==> config.mk <==
export PLATFORM = sky130hd
export DESIGN_NAME = color_sequencer
export DESIGN_NICKNAME = d
export VERILOG_FILES = /design/src/rtl/color_sequencer.sv
export SDC_FILE = /design/constraint.sdc
export NUM_CORES = 1
export LEC_CHECK = 0
export ABC_AREA = 0
export BUFFER_PORTS_ARGS = -buffer_cell sky130_fd_sc_hd__buf_4
export CAP_MARGIN = 20
export CORE_ASPECT_RATIO = 1.2
export CORE_MARGIN = 3
export CORE_UTILIZATION = 60
export DETAILED_ROUTE_END_ITERATION = 7
export HOLD_SLACK_MARGIN = 0.1
export PLACE_DENSITY = 0.82
export SYNTH_ARGS = -nofsm -noshare
export SYNTH_HDL_FRONTEND = slang
export SYNTH_SLANG_ARGS = --single-unit
export TNS_END_PERCENT = 50
==> constraint.sdc <==
create_clock -name clk -period 6.9 [get_ports clk]
set_input_delay 1.38 -clock clk [delete_from_list [all_inputs] [get_ports clk]]
set_output_delay 1.38 -clock clk [all_outputs]
set_load 0.005 [all_outputs]
==> src/rtl/color_sequencer.sv <==
// RGB color sequencer: holds each of six colors, then fades the three duty values toward the next one.
// Optional macro COLOR_SEQ_REVERSE_EN adds a dir input that lets the color order run backwards.
module color_sequencer #(
   parameter int PWM_INTERVAL  = 1200,
   parameter int STEP_INTERVAL = 5000,
   parameter int FADE_INC      = 40,
   parameter int HOLD_STEPS    = 50
) (
   input  logic        clk,
   input  logic        rst,
   input  logic        run,
   input  logic        skip,
`ifdef COLOR_SEQ_REVERSE_EN
   input  logic        dir,
`endif
   output logic [10:0] r_val,
   output logic [10:0] g_val,
   output logic [10:0] b_val,
   output logic [2:0]  color_idx,
   output logic        fading,
   output logic        wrap
);

   localparam int TCW = (STEP_INTERVAL > 1) ? $clog2(STEP_INTERVAL) : 1;
   localparam int HCW = (HOLD_STEPS > 1) ? $clog2(HOLD_STEPS) : 1;
   localparam logic [TCW-1:0] TICK_LAST = TCW'(STEP_INTERVAL - 1);
   localparam logic [HCW-1:0] HOLD_LAST = HCW'(HOLD_STEPS - 1);
   localparam logic [10:0]    FULL      = 11'(PWM_INTERVAL);
   localparam logic [10:0]    INC       = 11'(FADE_INC);
   localparam logic [2:0]     LAST_IDX  = 3'd5;

   typedef enum logic {HOLD, FADE} state_t;

   state_t         state_q, state_d;
   logic [2:0]     idx_q, idx_d;
   logic [HCW-1:0] hold_q, hold_d;
   logic [TCW-1:0] tick_cnt_q, tick_cnt_d;
   logic [10:0]    r_q, r_d, g_q, g_d, b_q, b_d;
   logic           wrap_q, wrap_d;

   logic           tick;
   logic           rev;
   logic [2:0]     next_idx;
   logic           at_wrap;
   logic [2:0]     mask;
   logic [10:0]    tr, tg, tb;

   // Bit 2 = red, bit 1 = green, bit 0 = blue; each lit channel targets full scale.
   function automatic logic [2:0] color_mask(input logic [2:0] idx);
      case (idx)
         3'd0:    color_mask = 3'b100;
         3'd1:    color_mask = 3'b110;
         3'd2:    color_mask = 3'b010;
         3'd3:    color_mask = 3'b011;
         3'd4:    color_mask = 3'b001;
         3'd5:    color_mask = 3'b101;
         default: color_mask = 3'b100;
      endcase
   endfunction

   // Moves v one increment toward t, landing exactly on t rather than overshooting it.
   function automatic logic [10:0] step_toward(input logic [10:0] v, input logic [10:0] t);
      logic [10:0] diff;
      diff = '0;
      if (v < t) begin
         diff        = t - v;
         step_toward = (diff <= INC) ? t : v + INC;
      end else if (v > t) begin
         diff        = v - t;
         step_toward = (diff <= INC) ? t : v - INC;
      end else begin
         step_toward = v;
      end
   endfunction

`ifdef COLOR_SEQ_REVERSE_EN
   assign rev = dir;
`else
   assign rev = 1'b0;
`endif

   always_comb begin
      next_idx = '0;
      at_wrap  = 1'b0;
      if (rev) begin
         at_wrap  = (idx_q == 3'd0);
         next_idx = at_wrap ? LAST_IDX : idx_q - 3'd1;
      end else begin
         at_wrap  = (idx_q == LAST_IDX);
         next_idx = at_wrap ? 3'd0 : idx_q + 3'd1;
      end
   end

   assign mask = color_mask(idx_q);
   assign tr   = mask[2] ? FULL : 11'd0;
   assign tg   = mask[1] ? FULL : 11'd0;
   assign tb   = mask[0] ? FULL : 11'd0;
   assign tick = run && (tick_cnt_q == TICK_LAST);

   always_comb begin
      state_d    = state_q;
      idx_d      = idx_q;
      hold_d     = hold_q;
      tick_cnt_d = tick_cnt_q;
      r_d        = r_q;
      g_d        = g_q;
      b_d        = b_q;
      wrap_d     = 1'b0;

      if (run) begin
         tick_cnt_d = tick ? '0 : tick_cnt_q + TCW'(1);
      end

      // A skip wins over a coincident tick, so the duties are left alone on that edge.
      if (skip) begin
         idx_d   = next_idx;
         wrap_d  = at_wrap;
         state_d = FADE;
         hold_d  = '0;
      end else if (tick) begin
         case (state_q)
            HOLD: begin
               if (hold_q == HOLD_LAST) begin
                  idx_d   = next_idx;
                  wrap_d  = at_wrap;
                  state_d = FADE;
                  hold_d  = '0;
               end else begin
                  hold_d = hold_q + HCW'(1);
               end
            end
            FADE: begin
               r_d = step_toward(r_q, tr);
               g_d = step_toward(g_q, tg);
               b_d = step_toward(b_q, tb);
               if (r_d == tr && g_d == tg && b_d == tb) begin
                  state_d = HOLD;
                  hold_d  = '0;
               end
            end
            default: state_d = HOLD;
         endcase
      end
   end

   always_ff @(posedge clk) begin
      if (rst) begin
         state_q    <= HOLD;
         idx_q      <= '0;
         hold_q     <= '0;
         tick_cnt_q <= '0;
         r_q        <= FULL;
         g_q        <= '0;
         b_q        <= '0;
         wrap_q     <= 1'b0;
      end else begin
         state_q    <= state_d;
         idx_q      <= idx_d;
         hold_q     <= hold_d;
         tick_cnt_q <= tick_cnt_d;
         r_q        <= r_d;
         g_q        <= g_d;
         b_q        <= b_d;
         wrap_q     <= wrap_d;
      end
   end

   assign r_val     = r_q;
   assign g_val     = g_q;
   assign b_val     = b_q;
   assign color_idx = idx_q;
   assign fading    = (state_q == FADE);
   assign wrap      = wrap_q;

endmodule

# Word-level counts from Yosys, hierarchy flattened
# Cells that the tools add are included.
totals:
  reg_bits: 57
  in_bits: 4
  out_inout_bits: 38
op_classes:
  add_sub_neg: 15
  n_lt_le_gt_ge: 12
  n_eq_ne: 12
  mux: 43
  n_bitwise: 2
  reduce_logical: 9
op_table:
  columns: ["cell", "count"]
  rows:
  - ["$mux 11", 24]
  - ["$le 11x6->1 const B", 6]
  - ["$sub 11x11->11", 6]
  - ["$add 11x6->11 const B", 3]
  - ["$eq 11x11->1", 3]
  - ["$gt 11x11->1", 3]
  - ["$lt 11x11->1", 3]
  - ["$sub 11x6->11 const B", 3]
  - ["$mux 3", 5]
  - ["$pmux 3 s5", 1]
  - ["$add 13x1->13 const B", 1]
  - ["$eq 13x13->1 const B", 1]
  - ["$mux 13", 1]
  - ["$mux 6", 2]
  - ["$pmux 6 s2", 1]
  - ["$mux 1", 8]
  - ["$add 6x1->6 const B", 1]
  - ["$eq 3x2->1 const B", 2]
  - ["$eq 3x3->1 const B", 2]
  - ["$eq 6x6->1 const B", 1]
  - ["$reduce_and 3->1", 2]
  - ["$reduce_bool 2->1", 2]
  - ["$add 3x1->3 const B", 1]
  - ["$eq 3x1->1 const B", 1]
  - ["7 further kinds", 10]

# Depth between registers and ports, before layout
# Gate-level depths: netlist of run 1.
depth:
  ltp_word: 18
  mapped_depth: 20

# Worst setup path after synthesis of run 1
# No wires, ideal clock.
synth_timing:
  kind: "register to register"
  startpoint: "reg idx_q[0], in the netlist color_idx[0]"
  endpoint: "reg state_q, in the netlist fading"
  setup_ns: 0.128
  arrival_ns: 4.745
  required_time_ns: 6.772
  setup_slack_ns: 2.028
  path_stages_with_launch: 20
  path_buffers: 2
  synth_period_minus_slack_ns: 4.872
  cell_sequence: "dfxtp_1 > clkbuf_1 > and2_1 > ha_1 > nor2_1 > o21a_1 > clkbuf_1 > inv_1 > ha_1 > nor2b_1 > or4_1 > a211o_1 > nor2_2 > a21o_2 > a21oi_1 > or4_1 > and4bb_1 > o2111ai_2 > a21oi_1 > nor2_1"
synth_via:
  elab_chain_len: 18
synth_lines:
  columns: ["item", "line", "source"]
  rows:
  - ["start: declaration", "35", "logic [2:0] idx_q, idx_d;"]
  - ["start signal: assignment", "158", "idx_q <= idx_d;"]
  - ["$eq 3x3->1 (tied with other cells)", "50", "case (idx)"]
  - ["$pmux 3 s5 *", "50", null]
  - ["$mux 11 (on tied branches)", "95, 96", null]
  - ["$sub 11x11->11", "69", "diff = v - t;"]
  - ["$le 11x6->1", "70", "step_toward = (diff <= INC) ? t : v - INC;"]
  - ["$mux 11", "70", null]
  - ["$mux 11", "68", "end else if (v > t) begin"]
  - ["$mux 11", "65", "if (v < t) begin"]
  - ["[2 not listed]", null, null]
  - ["$mux 11", "115", "if (skip) begin"]
  - ["$eq 11x11->1", "136", "if (r_d == tr && g_d == tg && b_d == tb) begin"]
  - ["$logic_and 1x1->1", "136", null]
  - ["$logic_and 1x1->1 *", "136", null]
  - ["$mux 1 *", "136", null]
  - ["$pmux 1 s2 *", "121", "case (state_q)"]
  - ["$mux 1 *", "120", "end else if (tick) begin"]
  - ["$mux 1 *", "115", null]
  - ["end signal: assignment", "157", "state_q <= state_d;"]
  - ["end: declaration", "34", "state_t state_q, state_d;"]
# Every way passes the cells marked *; elsewhere a longest branch is shown, timed or not. The select of a mux whose other input is x is not followed.
# A chain may end at the register's enable or synchronous reset.

# Worst setup path in the final report of run 1
layout_timing:
  startpoint: "reg idx_q[0], in the netlist color_idx[0]"
  endpoint: "reg hold_q[4]"
layout_via:
  elab_chain_len: 16
layout_lines:
  columns: ["item", "line", "source"]
  rows:
  - ["$eq 3x3->1 (tied with other cells)", "50", null]
  - ["$pmux 3 s5 *", "50", null]
  - ["$mux 11 (on tied branches)", "95, 96", null]
  - ["$sub 11x11->11", "69", null]
  - ["$le 11x6->1", "70", null]
  - ["$mux 11", "70", null]
  - ["$mux 11", "68", null]
  - ["$mux 11", "65", null]
  - ["$mux 11", "121", null]
  - ["$mux 11", "120", null]
  - ["$mux 11", "115", null]
  - ["$eq 11x11->1", "136", null]
  - ["$logic_and 1x1->1", "136", null]
  - ["$logic_and 1x1->1 *", "136", null]
  - ["$ne 2x1->1 (no source line) *", null, null]
  - ["$reduce_and 2->1 (no source line) *", null, null]
  - ["end signal: assignment", "159", "hold_q <= hold_d;"]
  - ["end: declaration", "36", "logic [HCW-1:0] hold_q, hold_d;"]
# Marked as above.

==> impl_results.md, run 1 <==
* Status: finished clean
* Max VDD drop at 135 µV
* Synth Instances at 779
* Yosys cell types at 91
* DP Worst Slack at 1.40 ns
* Post-layout nets at 833
* CTS Root Cell: clkbuf_8
* Synthesized cell area at 0.00576 mm²
* Number of global-route vias before repair at 5,770
* CP Data Arrival Time at 5.90 ns
* CP Cell Sequence: and2_1 > ha_1 > nor2_1 > o21a_1 > inv_1 > ha_1 > nor2b_1 > o31a_1 > or3_1 > a21oi_1 > a21o_2 > and2_1 > a221oi_1 > o41ai_1 > o2111ai_1 > a22o_1 > o21ai_2
* DRT Pass-1 Iters at 5
* Post-CTS Setup Repair Bufs at 0
* Synth top area cells: dfxtp_1, ha_1, nor2_1
* Critical path data required time at 7.19 ns
* Crit path time final at 5.61 ns
* Critical Path Max Stage Delay at 0.66 ns
* Final Hold Viols at 0
* Fin crit share at 81.3%
* WS Path Type: flop to flop
* CTS buffer count at 9
* Share of post-route cells with drive strength above 1 at 11.2%
* Total I/O pin count at 42
* Final antenna-violating net count at 0
* Cell with the most instances after synthesis: nor2_1
* Layout fillers at 758
* CP max stage cell: a21oi_1
* CTS Buffer Depth at 2
* YS warnings at 0
* RR Endpoint: hold_q[4]$_SDFFE_PP0P_
* Ant. Diodes at 0
* Endpoint, Worst Hold: tick_cnt_q[1]$_SDFFE_PP0P_
* Slew margin rel. at 42.4%
* Internal power at 720 µW
* Routability congestion estimate at 0.972
* Hold_buf cts at 0
* Drt first-iter violations at 362
* HP Class: flop to flop
* Synth top area share at 19.8%
* H-Tree Depth at 3
* Die Span Y at 113 µm
* RSZ-0062 raised after global routing: false
* Gr ovfl total at 0
* Area leader, netlist: dfxtp_1
* CP Max Fanout at 13
* Max_cap viols at 0
* Initial Utilization at 62.7%
* Final setup vio count at 0
* Global Route Usage Sum at 31.3%
* Post-Syn Area per Cell at 7.39 µm²
* Initial antenna violation count at 0
* First-pass GRT wire length at 27,600 µm
* DR vias/cell at 6.61
* DRT Wirelength at 16,300 µm
* Main synth FF type: dfxtp_1
* Tightest Pin Transition at 0.857 ns
* Asr flop ratio synth at 0%
* Worst Reg-to-Reg Cells at 17
* EDFF count, synth at 0
* Sequential power share at 28.2%
* Internal reg-to-reg setup slack at 1.29 ns
* Sw Pwr at 466 µW
* Drt wl/cell at 17.8 µm
* Drc violations at 0
* CTS resizes at 0
* Clk_lat worst skew at 0.36 ns
* Clk sinks at 57
* DP HPWL at 12,300 µm
* Most frequent cells after synthesis: nor2_1, nand2_1, dfxtp_1
* Sw frac at 39.3%
* Crit. End Element: flop
* Seq cells post-synth at 57
* Clock Power Share at 30.6%
* Routed vias at 6,062
* Power per cell area at 189 mW/mm²
* Fin Setup TNS at 0 ns
* Layout Area Growth over Synthesis at 8.76%
* Hold Crit Depth at 2
* Fmax at 178 MHz
* Post-synthesis sequential area ratio at 19.8%
* Setup Skew at 0.0102 ns
* Port buffer count at 41
* Slew Limit Fails at 0
* Largest net degree at the start of global routing at 40
* P_leak at 0.00245 µW
* Logic gate share of total power at 41.1%
* Die area at 0.0108 mm²
* Worst r2r src: color_idx[0]$_SDFFE_PP0P_
* Startpoint Class: flop
* Worst-path clk slew at 0.07 ns
* Final WS setup at 1.29 ns
* Floorplan die width at 95.4 µm
* Syn nets at 820
* Row count at 38
* Hold Startpoint: tick_cnt_q[1]$_SDFFE_PP0P_
* TritonCTS clock tree: built
* CORE AREA at 0.00918 mm²
* Power, Total at 1190 µW
==> metrics by stage <==
| step | cell area (µm²) | utilization (%) | std cells | hold WS [ns] |
|---|---|---|---|---|
| after floorplan | 5760 | - | 779 | 0.459 |
| after global placement | 6030 | 65.7 | 901 | 0.475 |
| after detailed placement | 6030 | 65.7 | 901 | 0.495 |
| after CTS | 6260 | 68.2 | 917 | 0.507 |
| after global routing | 6260 | 68.2 | 917 | 0.524 |
| final | 6260 | 68.2 | 917 | 0.507 |
==> power by group through the flow <==
stage	sequential (µW)	clock [µW]	combinational, µW
after floorplan	341	0	377
after global placement	342	0	468
after detailed placement	342	0	473
after CTS	335	369	475
after global routing	335	387	533
final	335	363	488
==> sequential cells by signal, summed over array words and instances, names as in the netlist <==
signal and count:
b_val 11, g_val 11, hold_q 6, r_val 11, wrap 1, color_idx 3
fading 1, tick_cnt_q 13
==> cell families after synthesis <==
group | count (synthesis) | share of synthesized area [%]
simple gates | 332 | 30.4
mux | 8 | 1.46
flops | 57 | 19.8
fa+ha+maj | 37 | 8.43
buf+inv | 84 | 6.26
compound gates | 217 | 26.9
xor+xnor | 44 | 6.70
==> cells in the final DEF, fill, tap and decap left out, types with 6 or more instances in the layout <==
cell and n:
nand3_1 27, nand2_1 70, nor2_1 80, nand2b_1 17
a31oi_1 7, inv_1 42, or3_1 15, and2_1 12
o211ai_1 9, buf_4 44, a32oi_1 6, a211oi_1 11
nor2b_1 7, a211o_1 6, dfxtp_1 57, nand4_1 14
o21a_1 7, or4_1 7, and3_1 9, and4_1 6
nand3b_1 6, nor4_1 6, o21ai_0 34, a2bb2oi_1 6
xor2_1 21, ha_1 34, xnor2_1 23, nor3_1 29
clkbuf_8 9, o22ai_1 6, a21oi_1 50
==> layer usage <==
metal	vias up	wire (µm)	GRT usage, %
li1	2897	-	-
met5	-	0	0
met3	42	955	4.32
met4	0	539	12.6
met2	244	8100	54.0
met1	2879	6740	38.7
==> cell type report <==
| class | count | area [µm²] | area share [%] |
|---|---|---|---|
| tap | 120 | 150 | 2.40 |
| clock inverter | 7 | 103 | 1.64 |
| timing repair buffer | 44 | 330 | 5.28 |
| multi-input combinational | 638 | 4250 | 68.0 |
| inverter | 42 | 158 | 2.52 |
| clock buffer | 9 | 124 | 1.98 |
| sequential | 57 | 1140 | 18.2 |
==> worst max-delay path by stage <==
stage / start / to / slack (ns) / cells past startpoint
after floorplan: color_idx[0]$_SDFFE_PP0P_ / fading$_SDFFE_PP0P_ / 2.03 / 19
after global placement: color_idx[0]$_SDFFE_PP0P_ / fading$_SDFFE_PP0P_ / 1.55 / 17
after detailed placement: color_idx[0]$_SDFFE_PP0P_ / fading$_SDFFE_PP0P_ / 1.40 / 17
after CTS: color_idx[0]$_SDFFE_PP0P_ / hold_q[4]$_SDFFE_PP0P_ / 1.38 / 17
after global routing: color_idx[0]$_SDFFE_PP0P_ / fading$_SDFFE_PP0P_ / 0.84 / 17
final: color_idx[0]$_SDFFE_PP0P_ / hold_q[4]$_SDFFE_PP0P_ / 1.29 / 17
==> critical path: cells and delay by family, from the launching register on <==
family / cells / cell delay [ns]
flip-flops: 1 / 0.40
adder cells (fa/ha/maj): 2 / 0.61
AO/OA/AOI/OAI: 9 / 2.83
AND/OR/NAND/NOR: 5 / 1.47
buffers and inverters: 1 / 0.20
(Power assumes the default switching activity.)
==> run 2: changes to the inputs <==
==> constraint.sdc (replaced) <==
create_clock -name clk -period 5.85 [get_ports clk]
set_input_delay 1.17 -clock clk [delete_from_list [all_inputs] [get_ports clk]]
set_output_delay 1.17 -clock clk [all_outputs]
set_load 0.005 [all_outputs]
==> run 2 against run 1 <==
Wire length fell by 1.3%. Die area is the same. Sequential cell count is the same. Combinational power rose by 19%. Worst setup slack lost 0.56 ns. Cell area hardly changed. Utilization hardly changed. Via count increased by 0.51%. Fmax up 9.5%. Global-route usage fell by 0.20 points. Clock power grew 5.5%. Worst hold slack worse by 0.0051 ns. Largest cell class unchanged.
==> impl_results.md, run 2 (synthesis results as in run 1) <==
* Status: finished clean (unchanged)
* Max reg flops at 13 (unchanged)
* Largest Register: tick_cnt_q (unchanged)
* DRT Pass-1 Iters at 6 (was 5)
* Cells after DPL at 904 (was 901)
* Final setup vio count at 0 (unchanged)
* Drt wl/cell at 17.5 µm (was 17.8 µm)
* Crit. End Element: flop (unchanged)
* Worst Reg-to-Reg Cells at 18 (was 17)
* Sw frac at 39.8% (was 39.3%)
* Port buffer count at 41 (unchanged)
* Critical path endpoint: fading$_SDFFE_PP0P_ (was hold_q[4]$_SDFFE_PP0P_)
* Drt first-iter violations at 343 (was 362)
* DP HPWL at 12,100 µm (was 12,300 µm)
* Power per cell area at 217 mW/mm² (was 189 mW/mm²)
* P_leak at 0.00245 µW (about the same)
* Final WS setup at 0.727 ns (was 1.29 ns)
* Post-CTS Setup Repair Bufs at 0 (unchanged)
* Slew margin rel. at 42.3% (was 42.4%)
* Initial Utilization at 62.7% (unchanged)
* TritonCTS clock tree: built (unchanged)
* Routed vias at 6,093 (was 6,062)
* DP Area at 0.00606 mm² (was 0.00603 mm²)
* Max VDD drop at 215 µV (was 135 µV)
* Number of global-route vias before repair at 5,737 (was 5,770)
* Crit path time final at 5.12 ns (was 5.61 ns)
* Clk sinks at 57 (unchanged)
* Die Span Y at 113 µm (unchanged)
* DRT Wirelength at 16,100 µm (was 16,300 µm)
* HP Class: flop to flop (unchanged)
* Die area at 0.0108 mm² (unchanged)
* DR vias/cell at 6.62 (was 6.61)
* Commonest non-fill, non-tap cell in the layout: nor2_1 (unchanged)
* Logic gate share of total power at 42.8% (was 41.1%)
* Drc violations at 0 (unchanged)
* Final antenna-violating net count at 0 (unchanged)
* Post-route cell area at 0.00626 mm² (about the same)
* CORE AREA at 0.00918 mm² (unchanged)
* Final Hold Viols at 0 (unchanged)
* Fmax at 195 MHz (was 178 MHz)
* Most frequent cells in the layout: nor2_1, nand2_1, dfxtp_1 (unchanged)
* WS Path Type: flop to flop (unchanged)
* Internal reg-to-reg setup slack at 0.73 ns (was 1.29 ns)
* Sequential power share at 29.0% (was 28.2%)
* Largest net degree at the start of global routing at 40 (unchanged)
* Layout Area Growth over Synthesis at 8.78% (was 8.76%)
* Clock Power Share at 28.2% (was 30.6%)
* Worst-path clk slew at 0.07 ns (about the same)
* Routability congestion estimate at 1.04 (was 0.972)
* Multi-input logic area at 0.00425 mm² (unchanged)
* CTS Root Cell: clkbuf_8 (unchanged)
* DP Worst Slack at 0.820 ns (was 1.40 ns)
* Sequential cell area at 0.00114 mm² (unchanged)
* Setup Skew at 0.00799 ns (was 0.0102 ns)
* Critical path data required time at 6.08 ns (was 7.19 ns)
* CTS Buffer Depth at 2 (unchanged)
* RSZ-0062 raised after global routing: false (unchanged)
* CTS resizes at 0 (unchanged)
* Row count at 38 (unchanged)
* Worst r2r src: color_idx[0]$_SDFFE_PP0P_ (unchanged)
* Floorplan die width at 95.4 µm (unchanged)
* Hold_buf cts at 0 (unchanged)
* Fin crit share at 87.6% (was 81.3%)
* Slew Limit Fails at 0 (unchanged)
* RR Endpoint: fading$_SDFFE_PP0P_ (was hold_q[4]$_SDFFE_PP0P_)
* Post-layout nets at 836 (was 833)
* Tightest Pin Transition at 0.865 ns (was 0.857 ns)
* Clk_lat worst skew at 0.35 ns (was 0.36 ns)
* Layout fillers at 798 (was 758)
* CP Max Fanout at 13 (unchanged)
* CP Data Arrival Time at 5.35 ns (was 5.90 ns)
* First-pass GRT wire length at 27,400 µm (was 27,600 µm)
* Fin Setup TNS at 0 ns (unchanged)
* CTS buffer count at 9 (unchanged)
* Fin cells at 920 (was 917)
* Gr ovfl total at 0 (unchanged)
* Crit path from: color_idx[0]$_SDFFE_PP0P_ (unchanged)
* H-Tree Depth at 3 (unchanged)
* Ant. Diodes at 0 (unchanged)
* Internal power at 819 µW (was 720 µW)
* Sw Pwr at 542 µW (was 466 µW)
* Max_cap viols at 0 (unchanged)
* Share of post-route cells with drive strength above 1 at 11.5% (was 11.2%)
* Startpoint Class: flop (unchanged)
* Total I/O pin count at 42 (unchanged)
* Initial antenna violation count at 0 (unchanged)
* Global Route Usage Sum at 31.1% (was 31.3%)
-- run 2: power by group through the flow --
stage / sequential [µW] / combinational (µW) / clock [µW]
2_1_floorplan: 402 / 445 / 0
3_3_place_gp: 403 / 557 / 0
3_5_place_dp: 404 / 564 / 0
4_1_cts: 395 / 568 / 390
5_1_grt: 395 / 639 / 410
6_report: 395 / 583 / 383
-- run 2: critical path: stages, from the launching register on --
cell	delay [ns]
dfxtp_1	0.40
and2_1	0.21
ha_1	0.20
nor2_1	0.11
buf_4	0.18
o21a_1	0.43
inv_1	0.21
ha_1	0.41
nor2b_1	0.19
or4_1	0.40
a211o_1	0.34
nor2_2	0.34
a21o_2	0.22
and2_1	0.14
a221oi_1	0.10
o41ai_1	0.59
o2111ai_2	0.26
a21oi_1	0.20
nor2_1	0.05
-- run 2: metal layers --
metal | share of wire [%] | global-route usage, %
met1 | 41 | 39.6
met4 | 4.6 | 14.7
met5 | 0 | 0
met3 | 6.0 | 4.32
met2 | 48 | 51.3
-- run 2: how the worst min path moves through the flow --
stage | startpoint | to | slack, ns | cells past startpoint
6_report | tick_cnt_q[1]$_SDFFE_PP0P_ | tick_cnt_q[1]$_SDFFE_PP0P_ | 0.50 | 2
5_1_grt | hold_q[5]$_SDFFE_PP0P_ | hold_q[5]$_SDFFE_PP0P_ | 0.53 | 2
4_1_cts | tick_cnt_q[1]$_SDFFE_PP0P_ | tick_cnt_q[1]$_SDFFE_PP0P_ | 0.51 | 2
3_5_place_dp | tick_cnt_q[1]$_SDFFE_PP0P_ | tick_cnt_q[1]$_SDFFE_PP0P_ | 0.49 | 2
3_3_place_gp | hold_q[5]$_SDFFE_PP0P_ | hold_q[5]$_SDFFE_PP0P_ | 0.48 | 2
2_1_floorplan | hold_q[5]$_SDFFE_PP0P_ | hold_q[5]$_SDFFE_PP0P_ | 0.46 | 2
-- run 2: cell type report --
cell class              instances  share of cell area [%]
clock buffers                  10                    2.20
clock inverters                 6                    1.08
inverters                      42                    2.52
multi-input cells             638                    67.9
flip-flops and latches         57                    18.2
well taps                     120                    2.40
repair buffers                 47                    5.64
-- run 2: per-stage QoR --
step / utilization (%) / hold WS (ns) / total power [µW]
2_1_floorplan: - / 0.459 / 847
3_3_place_gp: 66.0 / 0.475 / 960
3_5_place_dp: 66.0 / 0.495 / 968
4_1_cts: 68.2 / 0.506 / 1350
5_1_grt: 68.2 / 0.525 / 1440
6_report: 68.2 / 0.502 / 1360
